**src/rtl/lock_sequencer.sv**
```systemverilog
// lock_sequencer: sequencing controller for a BCD combination lock.
// It collects CODE_LEN digits on `enter` strobes and compares them with a
// stored passcode, which can be reprogrammed from OPEN. It counts
// consecutive failed attempts and enforces a timed lockout, and it
// produces the mode code that the seven-segment encoder turns into glyphs.
module lock_sequencer #(
    parameter int          CODE_LEN       = 6,
    parameter int          MAX_FAILS      = 3,
    parameter int          LOCKOUT_CYCLES = 1000,
    parameter logic [31:0] DEFAULT_CODE   = 32'h00632914
) (
    input  logic       clk,
    input  logic       rst_n,
    input  logic [9:0] sw,
    input  logic       enter,
    input  logic       relock,
    input  logic       prog,
    output logic       unlocked,
    output logic       locked_out,
    output logic [2:0] disp_mode,
    output logic [2:0] idx,
    output logic [1:0] fail_cnt,
    output logic       code_err
);

    // The timer is loaded with LOCKOUT_CYCLES-1 and counts down to zero.
    localparam int              TW         = (LOCKOUT_CYCLES > 1) ? $clog2(LOCKOUT_CYCLES) : 1;
    localparam logic [TW-1:0]   TIMER_LOAD = TW'(LOCKOUT_CYCLES - 1);
    localparam logic [2:0]      LAST_IDX   = 3'(CODE_LEN - 1);
    localparam logic [1:0]      FAIL_LIMIT = 2'(MAX_FAILS);

    // Display mode codes understood by the seven-segment encoder.
    localparam logic [2:0] DISP_DIGIT   = 3'd0;
    localparam logic [2:0] DISP_ERROR   = 3'd1;
    localparam logic [2:0] DISP_OPEN    = 3'd2;
    localparam logic [2:0] DISP_CLOSED  = 3'd3;
    localparam logic [2:0] DISP_LOCKOUT = 3'd4;
    localparam logic [2:0] DISP_PROG    = 3'd5;

    typedef enum logic [2:0] {
        ST_ENTRY,
        ST_OPEN,
        ST_CLOSED,
        ST_LOCKOUT,
        ST_PROGRAM
    } state_t;

    state_t        state_q, state_d;
    logic [2:0]    idx_d;
    logic          mismatch_q, mismatch_d;
    logic [1:0]    fail_d;
    logic          code_err_d;
    logic [31:0]   code_q, code_d;
    logic [31:0]   shadow_q, shadow_d;
    logic [TW-1:0] timer_q, timer_d;

    // Digit decode helpers shared by the entry and program paths.
    logic          sw_valid;
    logic [3:0]    digit;
    logic [2:0]    nib_pos;
    logic [3:0]    code_digit;
    logic          digit_wrong;
    logic          attempt_bad;
    logic          is_last;
    logic [1:0]    fail_inc;
    logic [31:0]   shadow_wr;

    assign sw_valid    = (sw <= 10'd9);
    assign digit       = sw[3:0];
    // Digit 0 lives in the most significant used nibble.
    assign nib_pos     = LAST_IDX - idx;
    assign code_digit  = code_q[{nib_pos, 2'b00} +: 4];
    assign digit_wrong = (digit != code_digit);
    // The verdict includes the digit being entered right now.
    assign attempt_bad = mismatch_q | digit_wrong;
    assign is_last     = (idx == LAST_IDX);
    assign fail_inc    = fail_cnt + 2'd1;

    // Shadow code with the current digit written in, used for both the
    // incremental write and the one-cycle commit on the last digit.
    always_comb begin
        shadow_wr = shadow_q;
        shadow_wr[{nib_pos, 2'b00} +: 4] = digit;
    end

    // Next-state and next-field logic for the sequencer.
    // NOTE: every variable gets a default before the case so no path can
    // leave one unassigned and infer a latch.
    always_comb begin
        state_d    = state_q;
        idx_d      = idx;
        mismatch_d = mismatch_q;
        fail_d     = fail_cnt;
        code_d     = code_q;
        shadow_d   = shadow_q;
        timer_d    = timer_q;
        code_err_d = 1'b0;

        case (state_q)
            ST_ENTRY: begin
                if (enter) begin
                    if (!sw_valid) begin
                        code_err_d = 1'b1;
                    end else if (!is_last) begin
                        // Keep checking after a wrong digit so the failing
                        // position is never revealed.
                        mismatch_d = attempt_bad;
                        idx_d      = idx + 3'd1;
                    end else begin
                        idx_d      = 3'd0;
                        mismatch_d = 1'b0;
                        if (!attempt_bad) begin
                            state_d = ST_OPEN;
                            fail_d  = 2'd0;
                        end else if (fail_inc < FAIL_LIMIT) begin
                            state_d = ST_CLOSED;
                            fail_d  = fail_inc;
                        end else begin
                            state_d = ST_LOCKOUT;
                            timer_d = TIMER_LOAD;
                            fail_d  = FAIL_LIMIT;
                        end
                    end
                end
            end

            ST_CLOSED: begin
                // Acknowledgement press only; sw is not consumed.
                if (enter) begin
                    state_d = ST_ENTRY;
                end
            end

            ST_OPEN: begin
                if (relock) begin
                    state_d = ST_ENTRY;
                end else if (prog) begin
                    state_d = ST_PROGRAM;
                    idx_d   = 3'd0;
                end
            end

            ST_PROGRAM: begin
                if (relock) begin
                    // Abort: drop the partial shadow, stored code untouched.
                    state_d  = ST_ENTRY;
                    idx_d    = 3'd0;
                    shadow_d = '0;
                end else if (enter) begin
                    if (!sw_valid) begin
                        code_err_d = 1'b1;
                    end else if (!is_last) begin
                        shadow_d = shadow_wr;
                        idx_d    = idx + 3'd1;
                    end else begin
                        code_d   = shadow_wr;
                        shadow_d = shadow_wr;
                        idx_d    = 3'd0;
                        state_d  = ST_OPEN;
                    end
                end
            end

            ST_LOCKOUT: begin
                if (timer_q == '0) begin
                    state_d = ST_ENTRY;
                    fail_d  = 2'd0;
                end else begin
                    timer_d = timer_q - TW'(1);
                end
            end

            default: begin
                state_d = ST_ENTRY;
                idx_d   = 3'd0;
            end
        endcase
    end

    // State register and all registered outputs.
    // NOTE: non-blocking assignments here so every register samples the
    // pre-edge values computed above, independent of statement order.
    // NOTE: the passcode registers are reset too: a reset must restore
    // DEFAULT_CODE and drop any partial reprogramming.
    always_ff @(posedge clk or negedge rst_n) begin
        if (!rst_n) begin
            state_q    <= ST_ENTRY;
            idx        <= 3'd0;
            mismatch_q <= 1'b0;
            fail_cnt   <= 2'd0;
            unlocked   <= 1'b0;
            locked_out <= 1'b0;
            code_err   <= 1'b0;
            code_q     <= DEFAULT_CODE;
            shadow_q   <= '0;
            timer_q    <= '0;
        end else begin
            state_q    <= state_d;
            idx        <= idx_d;
            mismatch_q <= mismatch_d;
            fail_cnt   <= fail_d;
            unlocked   <= (state_d == ST_OPEN);
            locked_out <= (state_d == ST_LOCKOUT);
            code_err   <= code_err_d;
            code_q     <= code_d;
            shadow_q   <= shadow_d;
            timer_q    <= timer_d;
        end
    end

    // Display mode follows the current state and sw within the cycle.
    always_comb begin
        disp_mode = DISP_DIGIT;
        case (state_q)
            ST_ENTRY:   disp_mode = sw_valid ? DISP_DIGIT : DISP_ERROR;
            ST_PROGRAM: disp_mode = sw_valid ? DISP_PROG  : DISP_ERROR;
            ST_OPEN:    disp_mode = DISP_OPEN;
            ST_CLOSED:  disp_mode = DISP_CLOSED;
            ST_LOCKOUT: disp_mode = DISP_LOCKOUT;
            default:    disp_mode = DISP_ERROR;
        endcase
    end

endmodule
```
**config.mk**
```make
export PLATFORM = sky130hd
export DESIGN_NAME = lock_sequencer
export DESIGN_NICKNAME = d
export VERILOG_FILES = /design/src/rtl/lock_sequencer.sv
export SDC_FILE = /design/constraint.sdc
export NUM_CORES = 1
export LEC_CHECK = 0
export ABC_CLOCK_PERIOD_IN_PS = 6900
export CAP_MARGIN = 15
export CORE_MARGIN = 10
export CORE_UTILIZATION = 45
export CTS_CLUSTER_DIAMETER = 30
export DETAILED_ROUTE_END_ITERATION = 12
export PLACE_DENSITY = 0.64
export SKIP_CTS_REPAIR_TIMING = 1
export SYNTH_ARGS = -nofsm -noshare
export SYNTH_HDL_FRONTEND = slang
export SYNTH_SLANG_ARGS = --single-unit
```
**constraint.sdc**
```tcl
create_clock -name clk -period 6.9 [get_ports clk]
set_input_delay 0.69 -clock clk [delete_from_list [all_inputs] [get_ports clk]]
set_output_delay 0.69 -clock clk [all_outputs]
set_load 0.005 [all_outputs]
```
==> impl_summary.txt <==
----------------------------------------------------
[Power]
  Total net switching power ... 231 uW
  Worst VDD drop ... 135 uV
  Pwr/cell area ... 180 nW/um2
  Relative contribution of the clock network to total power ... 38.1%
  Switching Fraction ... 24.9%
  Leak Pwr ... 2.14 nW
  Combinational share of power ... 6.9%
  Proportion of power drawn by flip-flops and latches ... 55.0%
  Int Pwr ... 698 uW

[Floorplanning]
  Placeable core area ... 10,200 um2
  Boundary pin count ... 26
  Initial core utilization ... 45.7%
  Row cnt ... 37
  Y dimension of the die ... 122 um
  DIE WIDTH ... 122 um
  Overall die area ... 14,800 um2

[STA]
  Setup skew after layout ... 0.00725 ns
  Highest clock frequency the design can meet ... 275 MHz
  Final-report max-slew violation count ... 0
  Total count of hold-check failures in the final report ... 0
  Setup total negative slack ... 0 ns
  Slew margin rel. ... 34.8%
  Share of the cycle needed by the critical path after routing ... 52.7%
  Final period demand of the worst path ... 3.63 ns
  RSZ-0062 raised after global routing ... no
  Final number of setup-violating endpoints ... 0
  Slew @ Worst Pin ... 0.979 ns
  Slack of the critical path ... 3.27 ns

[Setup path]
  Slowest Stage Delay on Critical Path ... 0.78 ns
  Critical-path cell list ... clkdlybuf4s50_1 > o21ai_1 > nand3_1 > o21ai_0 > clkdlybuf4s50_1
  Cell class contributing the biggest share of worst-path delay ... buffers and inverters
  Setup slack on the worst flop-to-flop path ... 3.52 ns
  Data arrival time of the critical path ... 2.94 ns
  Crit path capture type ... primary output
  Crit path required time ... 6.21 ns
  Reg-to-reg critical path startpoint ... idx[1]
  Worst reg-to-reg path cell count ... 9
  Most used cell, CP ... clkdlybuf4s50_1
  Sum of buffers and inverters on the critical path ... 2
  Terminus of the critical flop-to-flop path ... shadow_q[7]
  Launching element type of the critical path ... input pin
  Critical-path cell with the highest stage delay ... clkdlybuf4s50_1
  Critical Path Fanout Max ... 18
  Critical path start-end classification ... input pin to primary output

[Detailed routing]
  Overall via count from detail_route ... 3,648
  Antenna Violating Nets Remaining ... 0
  Initial detailed-routing violation count ... 246
  Detailed Route WL ... 11,100 um
  Remaining DRCs ... 0
  Number of optimization iterations in the first detailed-route pass ... 5
  Routed via count divided by cell count ... 5.79
  Post-DR wirelength/cell ... 17.5 um

[Synth]
  Most frequent cell after synthesis ... dfrtp_1
  Synth Instances ... 480
  Main flop type after synthesis ... dfrtp_1
  Post-Syn Area ... 4650 um2
  Combinational family with the most area after synthesis ... compound AO/OA/AOI/OAI gates
  Net count after synthesis ... 505
  Number of distinct library cells after synthesis ... 56
  Biggest area consumer among synthesized cells ... dfrtp_1
  Fraction of the mapped netlist area in adder cells ... 2.69%
  Register area share after synthesis ... 46.5%
  Share of async-settable or async-resettable flops after synthesis ... 100%
  Simple-gate portion of the synthesized area ... 16.5%
  Synthesized-area fraction occupied by xor and xnor cells ... 2.26%
  Mean area per synthesized cell ... 9.69 um2
  Total of warnings raised by yosys ... 0
  Compound-cell area share of the yosys netlist ... 20.4%
  Synthesized flop and latch total ... 86
  Share of synthesized area spent on multiplexers ... 6.96%
  Number of enable-type register cells in the synthesized netlist ... 0
  Yosys top cell area share ... 41.4%
  Top post-synthesis cells by area ... dfrtp_1, a22oi_1, dfstp_2
  Most frequent cells after synthesis ... dfrtp_1, nand2_1, nor2_1

[Placement]
  Final weighted congestion in routability-driven placement ... 0.822
  DP Area ... 4940 um2
  Buffers on Ports ... 25
  Number of cells after detailed placement ... 613
  Pre-CTS worst setup slack ... 3.12 ns
  DP HPWL ... 7110 um

[Clock network]
  CTS clock-pin slew for the worst setup and hold paths ... 0.09 ns
  Number of CTS-inserted buffers ... 9
  Clk buf depth ... 2
  Clock root buffer ... clkbuf_8
  Number of H-tree branching levels ... 3
  Number of sinks on the clock net ... 86
  CTS tree ... yes
  Clk Latency, worst-skew pair ... 0.37 ns

[Global route]
  Total track usage ... 15.7%
  Via count of the first global-routing pass ... 3,527
  Global-route wire length before repair ... 18,600 um
  Initial antenna violation count ... 0
  Maximum number of pins on one net before global-route repair ... 87
  Overflow left after global routing ... 0

[Finish]
  Syn-to-layout area delta ... 10.8%
  Area of all placed cells without fillers ... 5150 um2
  Ratio of cells with drive above 1 in the final layout ... 9.72%
  Filler-free cell count of the finished design ... 630
  Count of inserted antenna diode cells ... 0
  NumNets Final ... 514

[Flow run]
  Number of maximum-capacitance constraint violations ... 0

[Outcome]
  Status ... completed

[Min path]
  Hold Crit Class ... input pin to asynchronous set/reset pin

----------------------------------------------------
worst max path at each step:
| stage | start | end | slack [ns] | depth (start not counted) |
|---|---|---|---|---|
| after global routing | sw[3] | disp_mode[2] | 3.05 | 5 |
| after floorplan | idx[1] | shadow_q[10] | 4.22 | 11 |
| after detailed placement | sw[3] | code_q[16] | 3.12 | 8 |
| after global placement | sw[3] | code_q[18] | 3.22 | 8 |
| final | sw[2] | disp_mode[2] | 3.27 | 5 |
| after CTS | sw[3] | disp_mode[0] | 3.29 | 6 |
metal layers:
metal / up-vias / GRT usage, % / routed length [um]
li1: 1777 / - / -
met1: 1752 / 21.5 / 5360
met2: 97 / 23.5 / 4840
met3: 22 / 3.42 / 583
met4: 0 / 6.33 / 262
met5: - / 0 / 0
placed cells by master (no fill, tap or decap), types with 3 or more instances in the layout:
master and n:
a21oi_1 35, a22oi_1 32, a32oi_1 25, a41oi_1 5, buf_4 6, clkbuf_8 9
clkdlybuf4s50_1 24, dfrtp_1 77, dfstp_2 9, ha_1 10, inv_1 14, mux2i_1 23
mux4_2 3, nand2_1 51, nand3_1 4, nand3b_1 4, nor2_1 51, nor3_1 8
nor4_1 3, o21ai_0 33, o21ai_1 5, o22ai_1 5, or3_1 3, xnor2_1 9
xor2_1 3
cell families after synthesis:
group | Yosys count
buffers and inverters | 48
AOI/OAI and AO/OA | 146
DFF | 86
muxes | 27
and+or+nand+nor | 151
adders and majority gates | 10
xor gates and xnor gates | 12
registers in the layout (all words and copies together) (netlist names):
| name | flops |
|---|---|
| state_q | 3 |
| code_err | 1 |
| shadow_q | 32 |
| fail_cnt | 2 |
| idx | 3 |
| timer_q | 10 |
| code_q | 32 |
| unlocked | 1 |
| locked_out | 1 |
| mismatch_q | 1 |
worst reg2reg max path, cell delays in order, from the launching register on:
cell	delay (ns)
dfrtp_1	0.33
buf_4	0.34
inv_1	0.17
ha_1	0.46
inv_1	0.08
ha_1	0.38
nand3_1	0.38
nor4_2	0.78
a32oi_1	0.20
o21ai_0	0.19
area by class of cell:
class,count,area [um2]
Fill cell,967,5030
Multi-Input combinational cell,346,2270
Sequential cell,86,2160
Timing Repair Buffer,31,305
Tap cell,136,170
Clock buffer,11,131
Clock inverter,5,60.1
Inverter,15,56.3
per-stage QoR:
stage               hold slack, ns  power, mW  util [%]
floorplan                    0.394      0.554         -
global placement             0.486      0.583      48.5
detailed placement           0.492      0.584      48.5
CTS                          0.510      0.939      50.4
global route                 0.344      0.966      50.6
finish                       0.312      0.929      50.6
power by group through the flow:
| stage | Sequential, mW | Clock, mW | Combinational, mW |
|---|---|---|---|
| finish | 0.511 | 0.354 | 0.0639 |
| global route | 0.512 | 0.383 | 0.0712 |
| CTS | 0.511 | 0.365 | 0.0630 |
| detailed placement | 0.521 | 0 | 0.0629 |
| global placement | 0.521 | 0 | 0.0621 |
| floorplan | 0.519 | 0 | 0.0347 |
Note: power is estimated with default switching activity, not from simulation.
